**src/rtl/regfile_layer_cfg.sv**
```systemverilog
// ---------------------------------------------------------------------------
// regfile_layer_cfg
//
// Layer-configuration register bank for the conv/pool engines, sitting on the
// reg_intf bus. The host writes configuration into staging (shadow) registers.
// The engine only ever sees the active copy. The staging bank is copied into
// the active bank atomically on COMMIT, and only while the engine is idle.
// The block also provides:
//   - a one-cycle START pulse,
//   - sticky write-1-to-clear event flags with a registered interrupt,
//   - registered bus reads.
//
// Address map (offsets from BASE_ADDR):
//   0                       CTRL      write-only, reads 0; bit0 START, bit1 COMMIT
//   1 .. NUM_CFG            CFG_i     staging registers, RW
//   1+NUM_CFG ..            STAT_j    live status_in, RO
//   A = 1+NUM_CFG+NUM_STAT  IRQ_STAT  W1C; bit0 DONE, bit1 ERR, bit2 START_OVR
//   A+1                     IRQ_EN    RW, bits[2:0]
//   All other addresses ignore writes and read as 0.
//
// Ports:
//   clk, rst        clock, synchronous active-high reset
//   wr_en, rd_en    bus write / read strobes
//   addr            bus address
//   write_data      bus write data
//   read_data       registered read data (holds between reads)
//   read_valid      one-cycle flag, asserted the cycle after rd_en
//   cfg_active      active configuration; CFG_i at [i*DATA_W +: DATA_W]
//   start_pulse     one-cycle engine start
//   commit_pending  COMMIT has been requested but not yet applied
//   busy            engine running; holds off COMMIT and START
//   done_evt        engine done event (sets IRQ_STAT.DONE)
//   err_evt         engine error event (sets IRQ_STAT.ERR)
//   status_in       live engine status words, read through STAT_j
//   irq             registered OR of IRQ_STAT & IRQ_EN
// ---------------------------------------------------------------------------
module regfile_layer_cfg #(
  parameter int                DATA_W    = 16,
  parameter int                ADDR_W    = 14,
  parameter logic [ADDR_W-1:0] BASE_ADDR = 'h100,
  parameter int                NUM_CFG   = 16,
  parameter int                NUM_STAT  = 4
) (
  input  logic                         clk,
  input  logic                         rst,
  input  logic                         wr_en,
  input  logic                         rd_en,
  input  logic [ADDR_W-1:0]            addr,
  input  logic [DATA_W-1:0]            write_data,
  output logic [DATA_W-1:0]            read_data,
  output logic                         read_valid,
  output logic [NUM_CFG*DATA_W-1:0]    cfg_active,
  output logic                         start_pulse,
  output logic                         commit_pending,
  input  logic                         busy,
  input  logic                         done_evt,
  input  logic                         err_evt,
  input  logic [NUM_STAT*DATA_W-1:0]   status_in,
  output logic                         irq
);

  localparam int CFG_OFF      = 1;
  localparam int STAT_OFF     = 1 + NUM_CFG;
  localparam int IRQ_STAT_OFF = 1 + NUM_CFG + NUM_STAT;
  localparam int IRQ_EN_OFF   = IRQ_STAT_OFF + 1;
  localparam int STAT_SLOTS   = (NUM_STAT > 0) ? NUM_STAT : 1;

  logic [DATA_W-1:0] cfg_stage [NUM_CFG];
  logic [2:0]        irq_stat;
  logic [2:0]        irq_en;

  logic              in_range;
  logic [ADDR_W-1:0] off;
  logic              sel_ctrl;
  logic              sel_irq_stat;
  logic              sel_irq_en;
  logic [NUM_CFG-1:0]    sel_cfg;
  logic [STAT_SLOTS-1:0] sel_stat;

  logic              wr_start;
  logic              wr_commit;
  logic              do_copy;
  logic [2:0]        irq_set;
  logic [2:0]        irq_clr;
  logic [2:0]        irq_stat_next;
  logic [DATA_W-1:0] rd_mux;

  // Addresses below BASE_ADDR must not alias onto the map through wrap-around.
  assign in_range = (addr >= BASE_ADDR);
  assign off      = addr - BASE_ADDR;

  // One-hot register select decoded from the offset.
  always_comb begin
    sel_ctrl     = in_range && (off == ADDR_W'(0));
    sel_irq_stat = in_range && (off == ADDR_W'(IRQ_STAT_OFF));
    sel_irq_en   = in_range && (off == ADDR_W'(IRQ_EN_OFF));
    sel_cfg      = '0;
    sel_stat     = '0;
    for (int i = 0; i < NUM_CFG; i++) begin
      sel_cfg[i] = in_range && (off == ADDR_W'(CFG_OFF + i));
    end
    for (int j = 0; j < NUM_STAT; j++) begin
      sel_stat[j] = in_range && (off == ADDR_W'(STAT_OFF + j));
    end
  end

  // CTRL strobes. A START that also carries COMMIT, or that finds a commit
  // already pending, copies at the same edge that launches start_pulse, so
  // the engine never starts on stale configuration.
  assign wr_start  = wr_en && sel_ctrl && write_data[0];
  assign wr_commit = wr_en && sel_ctrl && write_data[1];
  assign do_copy   = !busy && (commit_pending || (wr_start && wr_commit));

  // Hardware sets are ORed in after the W1C mask, so a set wins over a
  // simultaneous clear.
  assign irq_set       = {wr_start && busy, err_evt, done_evt};
  assign irq_clr       = (wr_en && sel_irq_stat) ? write_data[2:0] : 3'b000;
  assign irq_stat_next = (irq_stat & ~irq_clr) | irq_set;

  // Read multiplexer. It works on current register contents, so a write and
  // a read to the same address in one cycle return the pre-write value.
  always_comb begin
    rd_mux = '0;
    for (int i = 0; i < NUM_CFG; i++) begin
      if (sel_cfg[i]) rd_mux = cfg_stage[i];
    end
    for (int j = 0; j < NUM_STAT; j++) begin
      if (sel_stat[j]) rd_mux = status_in[j*DATA_W +: DATA_W];
    end
    if (sel_irq_stat) rd_mux = {{(DATA_W-3){1'b0}}, irq_stat};
    if (sel_irq_en)   rd_mux = {{(DATA_W-3){1'b0}}, irq_en};
  end

  // All architectural state. Reset discards any pending COMMIT or START.
  always_ff @(posedge clk) begin
    if (rst) begin
      for (int i = 0; i < NUM_CFG; i++) cfg_stage[i] <= '0;
      cfg_active     <= '0;
      commit_pending <= 1'b0;
      start_pulse    <= 1'b0;
      irq_stat       <= 3'b000;
      irq_en         <= 3'b000;
      irq            <= 1'b0;
      read_data      <= '0;
      read_valid     <= 1'b0;
    end else begin
      for (int i = 0; i < NUM_CFG; i++) begin
        if (wr_en && sel_cfg[i]) cfg_stage[i] <= write_data;
      end

      // The copy takes the staging contents from before any same-cycle write.
      // A COMMIT that arrives while one is already pending is absorbed.
      if (do_copy) begin
        for (int i = 0; i < NUM_CFG; i++) begin
          cfg_active[i*DATA_W +: DATA_W] <= cfg_stage[i];
        end
        commit_pending <= 1'b0;
      end else if (wr_commit) begin
        commit_pending <= 1'b1;
      end

      start_pulse <= wr_start && !busy;

      irq_stat <= irq_stat_next;
      if (wr_en && sel_irq_en) irq_en <= write_data[2:0];
      irq <= |(irq_stat & irq_en);

      read_valid <= rd_en;
      if (rd_en) read_data <= rd_mux;
    end
  end

endmodule

```
**config.mk**
```make
export PLATFORM = sky130hd
export DESIGN_NAME = regfile_layer_cfg
export DESIGN_NICKNAME = d
export VERILOG_FILES = /design/src/rtl/regfile_layer_cfg.sv
export SDC_FILE = /design/constraint.sdc
export NUM_CORES = 1
export LEC_CHECK = 0
export ABC_AREA = 1
export BUFFER_PORTS_ARGS = -buffer_cell sky130_fd_sc_hd__buf_4
export CAP_MARGIN = 0
export CORE_MARGIN = 3
export CORE_UTILIZATION = 35
export CTS_CLUSTER_SIZE = 40
export DETAILED_ROUTE_END_ITERATION = 7
export MAX_ROUTING_LAYER = met4
export PLACE_DENSITY_LB_ADDON = 0.2
export SYNTH_ARGS = -nofsm -noshare
export SYNTH_HDL_FRONTEND = slang
export SYNTH_SLANG_ARGS = --single-unit
```
**constraint.sdc**
```tcl
create_clock -name clk -period 4.52 [get_ports clk]
set_input_delay 0.904 -clock clk [delete_from_list [all_inputs] [get_ports clk]]
set_output_delay 0.904 -clock clk [all_outputs]
set_load 0.005 [all_outputs]
```
==> results of run 1 <==
## cell families (layout without fill, tap and decap cells)
| kind of cell | count (synthesis) | in the layout | synth area share (%) |
|---|---|---|---|
| simple gates | 1146 | 1146 | 22.5 |
| buf+inv | 307 | 719 | 5.71 |
| flops | 538 | 538 | 62.3 |
| compound gates | 395 | 395 | 9.45 |
| other cells | 0 | 3 | 0 |
## metrics by stage
step                util (%)  std cells  cell area (um^2)  hold slack (ns)
global placement        41.6       3473             25200            0.457
floorplan                  -       2386             21400            0.450
CTS                     44.7       3580             27100            0.453
global route            44.8       3583             27100            0.458
detailed placement      41.6       3473             25200            0.458
finish                  44.8       3583             27100            0.465
## critical path: stages
cell	delay, ns
buf_4	0.14
nand2_2	0.21
inv_2	0.10
nand2_1	0.10
nor2_1	0.05
nand2_1	0.36
inv_1	0.21
nand2_1	0.13
o211ai_1	0.15
a21oi_1	0.26
nand4_1	0.21
nor2_1	0.23
nand4_1	0.22
nor2_1	0.20
nand4_1	0.15
nor2_1	0.37
nand4_1	0.20
nand2_1	0.10
a21oi_1	0.06
## worst paths after layout
path                                  startpoint             to  slack (ns)
worst max-delay path                     addr[0]  read_data[15]        0.62
worst min register to register      read_data[9]   read_data[9]        0.47
worst max register to register  cfg_stage[0][14]  read_data[14]        1.59
worst min-delay path                read_data[9]   read_data[9]        0.47
## cells in the final DEF (no fill, tap or decap), types with 10 or more instances in the layout
cell | Yosys | routed
inv_1 | 157 | 157
clkbuf_16 | 0 | 58
edfxtp_1 | 256 | 256
inv_2 | 10 | 10
clkinv_1 | 14 | 12
nand4_1 | 62 | 62
o21ai_1 | 10 | 15
dfxtp_1 | 282 | 282
nor2_1 | 667 | 667
nand3_1 | 32 | 32
clkbuf_1 | 91 | 16
o21ai_0 | 271 | 266
buf_4 | 3 | 426
a21oi_1 | 100 | 100
nand2_1 | 328 | 327
## state kept, by name (all words and copies together), names as in the netlist
name / flops
start_pulse: 1
irq_stat: 3
commit_pending: 1
read_data: 16
irq_en: 3
cfg_stage: 256
cfg_active: 256
irq: 1
read_valid: 1
## synthesized netlist by cell type, drive strengths merged, types with 11 or more instances
library cell    n
nor2          682
nand2         332
dfxtp         282
o21ai         281
edfxtp        256
inv           167
a21oi         100
clkbuf         91
nand4          62
buf            35
nand3          33
clkinv         14
nor3           13
or2            11
## power by group through the flow
stage	clock [mW]	sequential [mW]	combinational, mW
finish	4.75	5.36	0.419
global route	5.01	5.37	0.445
CTS	4.82	5.36	0.418
detailed placement	0	5.46	0.416
global placement	0	5.47	0.413
floorplan	0	5.40	0.183
## area by class of cell
class	count	area (um^2)	area share, %
sequential	538	13300	49.3
tap	782	978	3.62
multi-input combinational	1541	6860	25.4
timing repair buffer	431	3300	12.2
antenna	3	7.51	0.0277
clock buffer	87	1660	6.12
inverter	181	692	2.56
clock inverter	20	236	0.874
## per-layer routing
layer	vias to the layer above	routed length [um]	track usage [%]
met5	-	0	-
met2	706	39600	41.5
met4	0	1820	5.77
met1	8893	35200	33.5
met3	115	5250	3.84
li1	8564	-	-
==> impl_results.md, run 1 <==
* Crit path DAT at 4.38 ns
* Post-route clock period utilization at 86.4%
* Hold WC Path Type: reg2reg
* Final HPWL DP at 60.9 mm
* CP Launch Type: input pin
* Clock Path Buffers at 3
* Mapped Avg Cell Area at 8.97 um^2
* Worst-path clk slew at 0.06 ns
* Worst r2r path cells at 12
* Setup Fix Bufs, Post-CTS at 0
* ANT nets after route at 0
* Initial antenna violation count at 3
* First-pass GRT wire length at 117 mm
* Gr usage total at 25.4%
* Die width at 253 um
* Number of CTS-inserted buffers at 57
* Ranking of synthesized cells by area: edfxtp_1 (36%), dfxtp_1 (26%), nor2_1 (12%)
* Routed WL at about 82 mm
* Clock Power Share at about 45%
* Post_cts resized at 0
* Final setup violation count at 0
* Total power at 10.5 mW
* DR WL/cell at approximately 23 um
* DR iter-0 viols at between 1500 and 2000
* Area of the die at 64200 um^2
* Internal power at 8.12 mW
* DR vias at 18300
* Setup TNS at 0 ns
* Comb pwr share at roughly 4%
* Row cnt at 90
* I/O pins at 377
* Predominant post-synthesis flop cell: dfxtp_1
* Post-synth EDFFs at ~260
* P&R area growth vs syn at 26.4%
* Vias/cell at 5.10
* Post-synthesis sequential area ratio at 62.3%
* Die Ht at 253 um
* Hold Vio Cnt, Final at 0
* Final slew viol count at 0
* WP data required at 5.00 ns
* Hold Crit Depth at 2
* Synthesized cell area at 21400 um^2
* RSZ-0062 raised after global routing: false
* Root Driver: clkbuf_16
* Hold_buf cts at 0
* Worst clock skew at around 0.017 ns
* Share of cells above drive strength 1 at between 20% and 30%
* Critical path class: in2reg
* MaxCap Viol Count at 0
* Largest net degree at the start of global routing at 135
* Count of cell types in the netlist at 35
* Core Area at 60500 um^2
* Worst slew pin tran at 0.814 ns
* Worst-path maximum fanout at 12
* Filler instances at 5873
* Max Freq at 0.256 GHz
* Reg power frac at roughly half
* Total grt overflow at 0
* Top cell type's share of synthesized area at 35.9%
* LEAKAGE at 11.0 nW
* H-tree levels at 2
* IO buf count at 376
* Pwr Density at 389 nW/um^2
* #FFs+latches synth at 538
* CTS tree: yes
* Switch Pwr at 2.41 mW
* Net Count, Synth at 2487
* Relative slew slack at 45.6%
* Share of flip-flops with an asynchronous set or reset at 0%
* Synth warn at 0
* Final nets at 2851
* Max VDD drop at 299 uV
* Area leader, netlist: edfxtp_1
* Synth Instances at between 2000 and 2500
* Clk_lat worst skew at 0.62 ns
* Setup WS post-layout at approximately 0.62 ns
* Switching Share at roughly 23%
* First drt pass iteration count at 6
* Min cycle time layout at 3.90 ns
* Place WS at 0.0527 ns
* Status: finished, final reports clean
* DR DRC count at 0
* Num Clock Sinks at ~540
* GPL Wtd Cong at 0.946
* Initial core utilization at 35.4%
* Vias in the first global route at 17200
* Critical path capture point type: flip-flop
Power figures use the tool's default switching activity.
==> run 2, diff against run 1 <==
--- a/config.mk
+++ b/config.mk
@@ -8,7 +8,7 @@
 export ABC_AREA = 1
 export BUFFER_PORTS_ARGS = -buffer_cell sky130_fd_sc_hd__buf_4
 export CAP_MARGIN = 0
-export CORE_MARGIN = 3
+export CORE_MARGIN = 10
 export CORE_UTILIZATION = 35
 export CTS_CLUSTER_SIZE = 40
 export DETAILED_ROUTE_END_ITERATION = 7
==> run 2 against run 1 <==
Effect of this change:
- total power up 0.83%
- flip-flop and latch count unchanged
- sequential power about the same
- global-route usage down 2.4 points
- critical path type unchanged
- largest power group unchanged
- highest routed layer unchanged
==> impl_results.md, run 2 (synthesis gave the netlist of run 1 again) <==
* Worst-path maximum fanout at 18
* Largest net degree at the start of global routing at 180
* Min cycle time layout at 3.65 ns
* Die width at 267 um
* Max VDD drop at roughly 300 uV
* RR Endpoint: read_data[14]
* Total grt overflow at 0
* Row cnt at 90
* Number of CTS-inserted buffers at between 50 and 60
* Final nets at 2847
* ANT nets after route at 0
* Worst-path clk slew at 0.06 ns
* Pwr Density at between 300 and 400 nW/um^2
* Share of cells above drive strength 1 at 20.5%
* Hold Vio Cnt, Final at 0
* Post_cts resized at 0
* First drt pass iteration count at 5
* H-tree levels at 2
* WP data required at 5.00 ns
* Vias/cell at about 5
* DR WL/cell at 23.2 um
* Area of the die at 71400 um^2
* Clk_lat worst skew at approximately 0.64 ns
* Worst r2r path cells at 12
* Relative slew slack at between 40% and 50%
* Filler instances at between 5000 and 6000
* Status: finished, final reports clean
* Critical path capture point type: flip-flop
* Post-route clock period utilization at 80.7%
* LEAKAGE at 11.0 nW
* R2R Setup Slk at 1.79 ns
* Clock Path Buffers at 3
* GPL Wtd Cong at a little over 0.9
* Final cell count without fillers at 3579
* Worst slew pin tran at 0.879 ns
* Final setup violation count at 0
* RSZ-0062 raised after global routing: false
* DR vias at 18100
* Setup TNS at 0 ns
* Hold WC Path Type: reg2reg
* Area of the multi-input gates at 6860 um^2
* Die Ht at 267 um
* Worst clock skew at ~0.033 ns
* Gr usage total at 23.0%
* Dpl cells at 3469
* Largest regs: cfg_active x256, cfg_stage x256, read_data x16
* CTS tree: yes
* Register area at 13300 um^2
* Vias in the first global route at ~18000
* RR Startpoint: cfg_stage[0][30]
* Critical path class: in2reg
* Hold_buf cts at 0
* I/O pins at 377
* First-pass GRT wire length at 119 mm
* Num Clock Sinks at 538
* P&R area growth vs syn at 26.5%
* CP Launch Type: input pin
* DR iter-0 viols at 1743
* Final slew viol count at 0
* Worst Hold End: read_data[9]
* MaxCap Viol Count at 0
* Routed WL at about 83 mm
* Initial core utilization at 35.4%
* CP startpoint: addr[4]
* Most frequent cells in the layout: nor2_1 (667), buf_4 (424), nand2_1 (327), dfxtp_1 (282), o21ai_0 (266)
* Setup Fix Bufs, Post-CTS at 0
* Final HPWL DP at 62.0 mm
* Hold Crit Depth at 2
* Crit path DAT at roughly 4.1 ns
* Max Freq at 0.274 GHz
* IO buf count at 376
* Root Driver: clkbuf_16
* Initial antenna violation count at 2
* DR DRC count at 0
* Hold path start: read_data[9]
* Core Area at 60500 um^2
* Commonest non-fill, non-tap cell in the layout: nor2_1
==> run 2: cell count changes in the layout (fill, tap and decap cells not counted), moves of 3 or more <==
| cell | change |
|---|---|
| clkbuf_1 | -10 |
| clkinv_1 | +10 |
| clkbuf_8 | -6 |
| clkbuf_2 | -4 |
| clkbuf_16 | +3 |
| clkinv_4 | +3 |
==> run 2: worst max-delay path: stages <==
cell and delay [ns]:
buf_4 0.09, nor2_2 0.04, nand2_4 0.33, nor2_1 0.10, nand2_1 0.36, inv_1 0.18, nand2_1 0.10, o211ai_1 0.17
a21oi_1 0.20, nand4_1 0.18, nor2_1 0.21, nand4_1 0.20, nor2_1 0.18, nand4_1 0.21, nor2_1 0.30, nand4_1 0.17
nand2_1 0.11, a21oi_1 0.06
==> run 2: per-stage QoR <==
stage / hold slack [ns] / power [mW] / setup slack (ns) / cell area (um^2) / util (%)
2_1_floorplan: 0.450 / 5.58 / 0.921 / 21400 / -
3_3_place_gp: 0.457 / 5.88 / 0.248 / 25100 / 41.5
3_5_place_dp: 0.464 / 5.88 / 0.264 / 25100 / 41.5
4_1_cts: 0.469 / 10.7 / 0.917 / 27100 / 44.8
5_1_grt: 0.481 / 10.9 / 0.660 / 27100 / 44.8
6_report: 0.471 / 10.6 / 0.873 / 27100 / 44.8
==> run 2: layout make-up <==
type                       count  area share [%]
antenna                        2          0.0185
timing repair buffer         427            12.0
multi-input combinational   1541            25.4
inverter                     181            2.56
clock inverter                38            1.35
sequential                   538            49.3
clock buffer                  70            5.88
tap                          782            3.61
==> run 2: worst max-delay path by stage <==
stage	cells after the start	slack, ns	to
floorplan	6	0.92	cfg_stage[1][48]
global placement	18	0.25	read_data[15]
detailed placement	18	0.26	read_data[15]
CTS	19	0.92	read_data[15]
global route	8	0.66	cfg_stage[0][67]
finish	18	0.87	read_data[15]
==> run 2: power by group <==
group          internal [mW]  switching (mW)
Clock                   2.76            2.08
Combinational          0.110           0.308
Sequential              5.25           0.108
==> run 2: per-layer routing <==
layer,wire (um),share of wire [%],track usage (%),vias up
li1,-,-,-,8563
met1,34300,41,28.1,8770
met2,40500,49,37.8,663
met3,5430,6.5,4.33,144
met4,2740,3.3,7.86,0
met5,0,0,-,-
